===== config.mk =====
export PLATFORM = sky130hd
export DESIGN_NAME = dmem_arb
export DESIGN_NICKNAME = d
export VERILOG_FILES = /design/src/rtl/dmem_arb.sv
export SDC_FILE = /design/constraint.sdc
export NUM_CORES = 1
export LEC_CHECK = 0
export BUFFER_PORTS_ARGS = -buffer_cell sky130_fd_sc_hd__buf_2
export CORE_ASPECT_RATIO = 1.4
export CORE_MARGIN = 10
export CORE_UTILIZATION = 28
export CTS_CLUSTER_DIAMETER = 60
export CTS_CLUSTER_SIZE = 10
export DETAILED_ROUTE_END_ITERATION = 8
export PLACE_DENSITY = 0.58
export SYNTH_ARGS = -nofsm -noshare
export SYNTH_HDL_FRONTEND = slang
export SYNTH_SLANG_ARGS = --single-unit

===== constraint.sdc =====
create_clock -name clk -period 1.8 [get_ports clk]
set_clock_uncertainty 0.2 [all_clocks]
set_input_delay 0.09 -clock clk [delete_from_list [all_inputs] [get_ports clk]]
set_output_delay 0.09 -clock clk [all_outputs]
set_load 0.01 [all_outputs]

===== src/rtl/dmem_arb.sv =====
// Two-port arbiter sharing one dmem_ctrl between the CPU LSU (port 0) and a secondary master (port 1).
// Define DMEM_ARB_RR_EN for round-robin tie-breaking; otherwise port 0 has fixed priority.
module dmem_arb (
  input  logic        clk,
  input  logic        rstn,
  input  logic        req0,
  input  logic [17:0] addr0,
  input  logic [31:0] wdata0,
  input  logic [2:0]  memop0,
  input  logic        we0,
  input  logic        req1,
  input  logic [17:0] addr1,
  input  logic [31:0] wdata1,
  input  logic [2:0]  memop1,
  input  logic        we1,
  output logic        gnt0,
  output logic        gnt1,
  output logic        rvalid0,
  output logic        rvalid1,
  output logic [31:0] rdata0,
  output logic [31:0] rdata1,
  output logic        err0,
  output logic        err1,
  output logic [17:0] mem_addr,
  output logic [31:0] mem_datain,
  output logic [2:0]  mem_memop,
  output logic        mem_we,
  input  logic [31:0] mem_dataout
);

  localparam logic [1:0] OP_BYTE = 2'b00;
  localparam logic [1:0] OP_HALF = 2'b01;
  localparam logic [1:0] OP_WORD = 2'b10;

  logic        last_q, last_d;
  logic        rvalid0_q, rvalid0_d, rvalid1_q, rvalid1_d;
  logic        err0_q, err0_d, err1_q, err1_d;
  logic [31:0] rdata0_q, rdata0_d, rdata1_q, rdata1_d;

  logic        granted, pick1, sel_we, bad;

  // NOTE: every signal assigned in this block gets a default first so no latch is inferred.
  always_comb begin
    pick1 = req1 & ~req0;
    if (req0 && req1) begin
`ifdef DMEM_ARB_RR_EN
      pick1 = ~last_q;
`else
      pick1 = 1'b0;
`endif
    end
    granted = rstn & (req0 | req1);
    gnt0    = granted & ~pick1;
    gnt1    = granted & pick1;

    // With no winner the port-0 fields are presented, which is the pick1 = 0 leg.
    mem_addr   = pick1 ? addr1  : addr0;
    mem_datain = pick1 ? wdata1 : wdata0;
    mem_memop  = pick1 ? memop1 : memop0;
    sel_we     = pick1 ? we1    : we0;

    unique case (mem_memop[1:0])
      OP_BYTE: bad = 1'b0;
      OP_HALF: bad = mem_addr[0];
      OP_WORD: bad = |mem_addr[1:0];
      default: bad = 1'b1;
    endcase

    mem_we = granted & sel_we & ~bad;
    last_d = granted ? pick1 : last_q;

    rvalid0_d = gnt0 & ~sel_we;
    rvalid1_d = gnt1 & ~sel_we;
    err0_d    = gnt0 & bad;
    err1_d    = gnt1 & bad;

    // Response data comes straight from the controller in the response cycle, then is held.
    rdata0 = rdata0_q;
    if (rvalid0_q) rdata0 = err0_q ? 32'h0 : mem_dataout;
    rdata1 = rdata1_q;
    if (rvalid1_q) rdata1 = err1_q ? 32'h0 : mem_dataout;
    rdata0_d = rdata0;
    rdata1_d = rdata1;
  end

  // NOTE: sequential state uses non-blocking assignments so all flops update together at the edge.
  always_ff @(posedge clk or negedge rstn) begin
    if (!rstn) begin
      last_q    <= 1'b1;
      rvalid0_q <= 1'b0;
      rvalid1_q <= 1'b0;
      err0_q    <= 1'b0;
      err1_q    <= 1'b0;
      rdata0_q  <= 32'h0;
      rdata1_q  <= 32'h0;
    end else begin
      last_q    <= last_d;
      rvalid0_q <= rvalid0_d;
      rvalid1_q <= rvalid1_d;
      err0_q    <= err0_d;
      err1_q    <= err1_d;
      rdata0_q  <= rdata0_d;
      rdata1_q  <= rdata1_d;
    end
  end

  assign rvalid0 = rvalid0_q;
  assign rvalid1 = rvalid1_q;
  assign err0    = err0_q;
  assign err1    = err1_q;

endmodule


# Word-level counts from Yosys, hierarchy flattened
# Index checks and enable logic that the tools add are counted.
# op_classes
add_sub_neg	0
multipliers	0
div_mod_pow	0
order_cmp	0
n_eq_ne	2
shift	0
muxes	10
bitwise	15
n_reduce_logical	3
# op_table
cell	count
$mux W32	5
$mux W18	1
$and A1 B1 Y1	10
$not A1 Y1	4
$mux W3	1
$pmux W1 S3	1
$eq A2 B1 Y1 const B	1
$eq A2 B2 Y1 const B	1
$logic_not A2 Y1	1
$mux W1	2
$reduce_or A2 Y1	1
$logic_and A1 B1 Y1	1
$or A1 B1 Y1	1
# word_totals
regBits	68
latchBits	0
ram_bits	0
mem_bits_ro	0
out_inout_bits	124
elab_cells	36
memories	0

# Longest topological paths before layout
# depth
depth_word	8
ltp_mapped	5
depth_no_buf	4

# Least setup slack after synthesis
# OpenSTA, ideal clock, no wires.
# synth_path
kind	register to register
from	reg rvalid0_q, in the netlist rvalid0
to	reg rdata0_q[0]
setup_ns	0.148
arrival_ns	1.197
slack_ns	0.255
stages_incl_launch_ff	5
n_path_buf	1
synth_period_minus_slack_ns	1.545
cell_sequence	dfrtp_1 nor2b_1 clkbuf_1 nand2_1 o21ai_0
# synth_via
elab_chain_cells	1
# synth_lines
element	line	text
start: declaration	36	logic rvalid0_q, rvalid0_d, rvalid1_q, rvalid1_d;
start signal: assignment	98	rvalid0_q <= rvalid0_d;
$mux W32	79	if (rvalid0_q) rdata0 = err0_q ? 32'h0 : mem_dataout;
via rdata0[0]	20	output logic [31:0] rdata0,
end signal: assignment	102	rdata0_q <= rdata0_d;
end: declaration	38	logic [31:0] rdata0_q, rdata0_d, rdata1_q, rdata1_d;
# The timed path passes the listed nets, and every way through them passes these cells.

# Final worst setup path
# layout_path
from	reg err0_q, in the netlist err0
to	out rdata0[20]
# layout_via
elab_chain_cells	2
# layout_lines
element	line	text
start: declaration	37	logic err0_q, err0_d, err1_q, err1_d;
start signal: assignment	100	err0_q <= err0_d;
$mux W32 (2 in a row)	79	
end: declaration	20	
# Every way passes these cells.

==> flow_summary.ini <==
[floorplanning]
start_util = 0.283
rows = 48
ios = 268
die_area_mm2 = 0.0173
die-width_um = 114
core_region_area_mm2 = 0.0123
fp.dieH_um = 152

[logic_synthesis]
synth-seq-area-share = 0.491
netlist_area_mm2 = 0.00347
synth_cell_type_count = 18
ys.flop_type = dfrtp_1
synthArstFlopShare = 1.00
syn-num-nets = 606
synth_enable_flop_cells = 0
yosys_warnings = 0
synth_cells = 462
ys_ff_latch = 68
avgSynthCellArea_um2 = 7.50

[layout]
final_common_cell = buf_2
drive_gt1_frac = 0.456
layout_common_cells = buf_2 (262), nand2_1 (172), dfrtp_1 (67)
area_growth_pct = 75.8
num-nets-final = 926

[run_status]
failed_checks = negative setup slack
status = complete, but fails checks

[grt]
antenna_found_initial = 1
grt_pass1_wl_mm = 22.5
grt_max_degree = 54
grt_use_total = 0.163
grt_pass1_vias = 4325
grt.overflow.total = 0

[setup_path]
cp.required_ps = 1510
cp_max_fo = 7
cpLargestDelayFamily = flip-flops
slowest_stage = dfrtp_1
critPathKind = reg2out
critPathCaptureType = output pin
path_buf_inv = 2
cp-start-kind = register
max_stage_delay_ps = 420
crit_arrival_ps = 1540
path_cells = nor2b_4 > buf_6 > nand2_1 > o21ai_0 > buf_2

[drt]
avgViaCountPerCell = 4.52
ant_nets = 0
routedWlPerCell_um = 16.3
drc = 0
firstDrtPassIters = 4
drt_iter0_drc = 203
vias = 4240
routed_wl_mm = 15.3

[run]
drv_cap = 0

[timing]
min_period_over_period = 1.02
rsz0062_at_grt = yes
finalMaxSlewViolations = 0
hold_viol = 0
tightest_slew_ps = 495
maxSlewHeadroom = 0.670
min_period_ps = 1830
fmax_mhz = 545
setup_viol_count_final = 14
finalWorstSetupSlack_ps = -34.9

[hold_path]
hold_class = in2reg

[clock_network]
cts_tree = yes
root_buffer = clkbuf_16
clock_latency_ps = 320
cts_sinks = 68
numCtsBuffers = 9
clk_pin_slew_worst_paths_ps = 50
clockBufferDepth = 2
htreeDepth = 3

[power_and_ir_drop]
p_leak_nw = 3.48
finalPower_mw = 5.12
vdd_ir_drop_max_uv = 335
p_per_area_mw_per_mm2 = 840

[place]
hpwl_mm = 11.5
gp_congestion = 0.852
pre_cts_slack_ps = 224
io_buffers = 267
routing by layer:
metal,vias up,wire length (um),track usage
met3,22,1490,0.0686
met1,1958,5630,0.179
met2,198,7850,0.281
li1,2062,-,-
met4,0,295,0.0465
met5,-,0,0
sequential cells by signal, indices dropped and copies added (netlist names):
name      flops
rvalid1       1
err0          1
err1          1
rdata1_q     32
rdata0_q     32
rvalid0       1
Yosys cell counts, types with 2 or more instances:
library cell,count,area share
or3_1,2,0.0036
o21ai_0,63,0.091
dfrtp_1,68,0.49
nor2_1,6,0.0065
nand3b_1,32,0.069
mux2_4,2,0.0087
nand2_1,187,0.20
clkbuf_1,23,0.025
nor2b_1,2,0.0036
inv_1,66,0.071
buf_6,2,0.0065
buf_1,3,0.0032
final cells by class:
type,count,area (um2)
repair buffers,337,2080
diodes,1,2.50
well taps,150,188
inverters,66,248
fillers,1149,6160
clock inverters,4,25.0
multi-input cells,300,1600
clock buffers,12,246
flip-flops and latches,68,1700
tightest hold or removal path, cell delays in order:
cell,delay (ps)
buf_2,130
nor2b_4,60
buf_12,170
nand2_1,130
nor2_1,50
per-stage QoR:
step	utilization	setup TNS, ps	hold slack [ps]	area, um2	std cells
final	0.497	-170	161	6090	938
after global routing	0.497	-2620	198	6090	938
after CTS	0.463	0	154	5680	918
after detailed placement	0.408	0	-231	5000	862
after global placement	0.408	0	-232	5000	862
after floorplan	-	0	-406	3470	462
final timing paths:
| path | from | to | slack, ps | cells past startpoint |
|---|---|---|---|---|
| setup reg to reg | err0 | rdata0_q[3] | 370 | 5 |
| max in group asynchronous | rstn | rvalid1 | 530 | 3 |
| hold / removal | req0 | err1 | 160 | 5 |
| setup / recovery | err0 | rdata0[20] | -30 | 5 |
| min in group asynchronous | rstn | rdata0_q[2] | 220 | 3 |
| hold reg to reg | rdata0_q[26] | rdata0_q[26] | 310 | 2 |
where the power goes:
| part | switching (mW) | internal, mW | total [mW] |
|---|---|---|---|
| Sequential | 0.0772 | 1.81 | 1.89 |
| Combinational | 0.908 | 0.743 | 1.65 |
| Clock | 0.618 | 0.964 | 1.58 |
kinds of logic after synthesis:
group	count (synthesis)	share of synthesized area
AND/OR/NAND/NOR	231	0.291
buffers and inverters	94	0.106
flip-flops	68	0.491
AO/OA/AOI/OAI	66	0.100
multiplexers	3	0.0116
what timing repair did:
action	CTS	global route
hold buffers	40	0
buffers inserted	0	16
pin swaps	0	6
resized for setup	2	88
endpoints found under the setup margin	6	42
gates cloned	0	3
endpoints found under the hold margin	136	0
No activity file was read; power rests on OpenSTA's default activity.
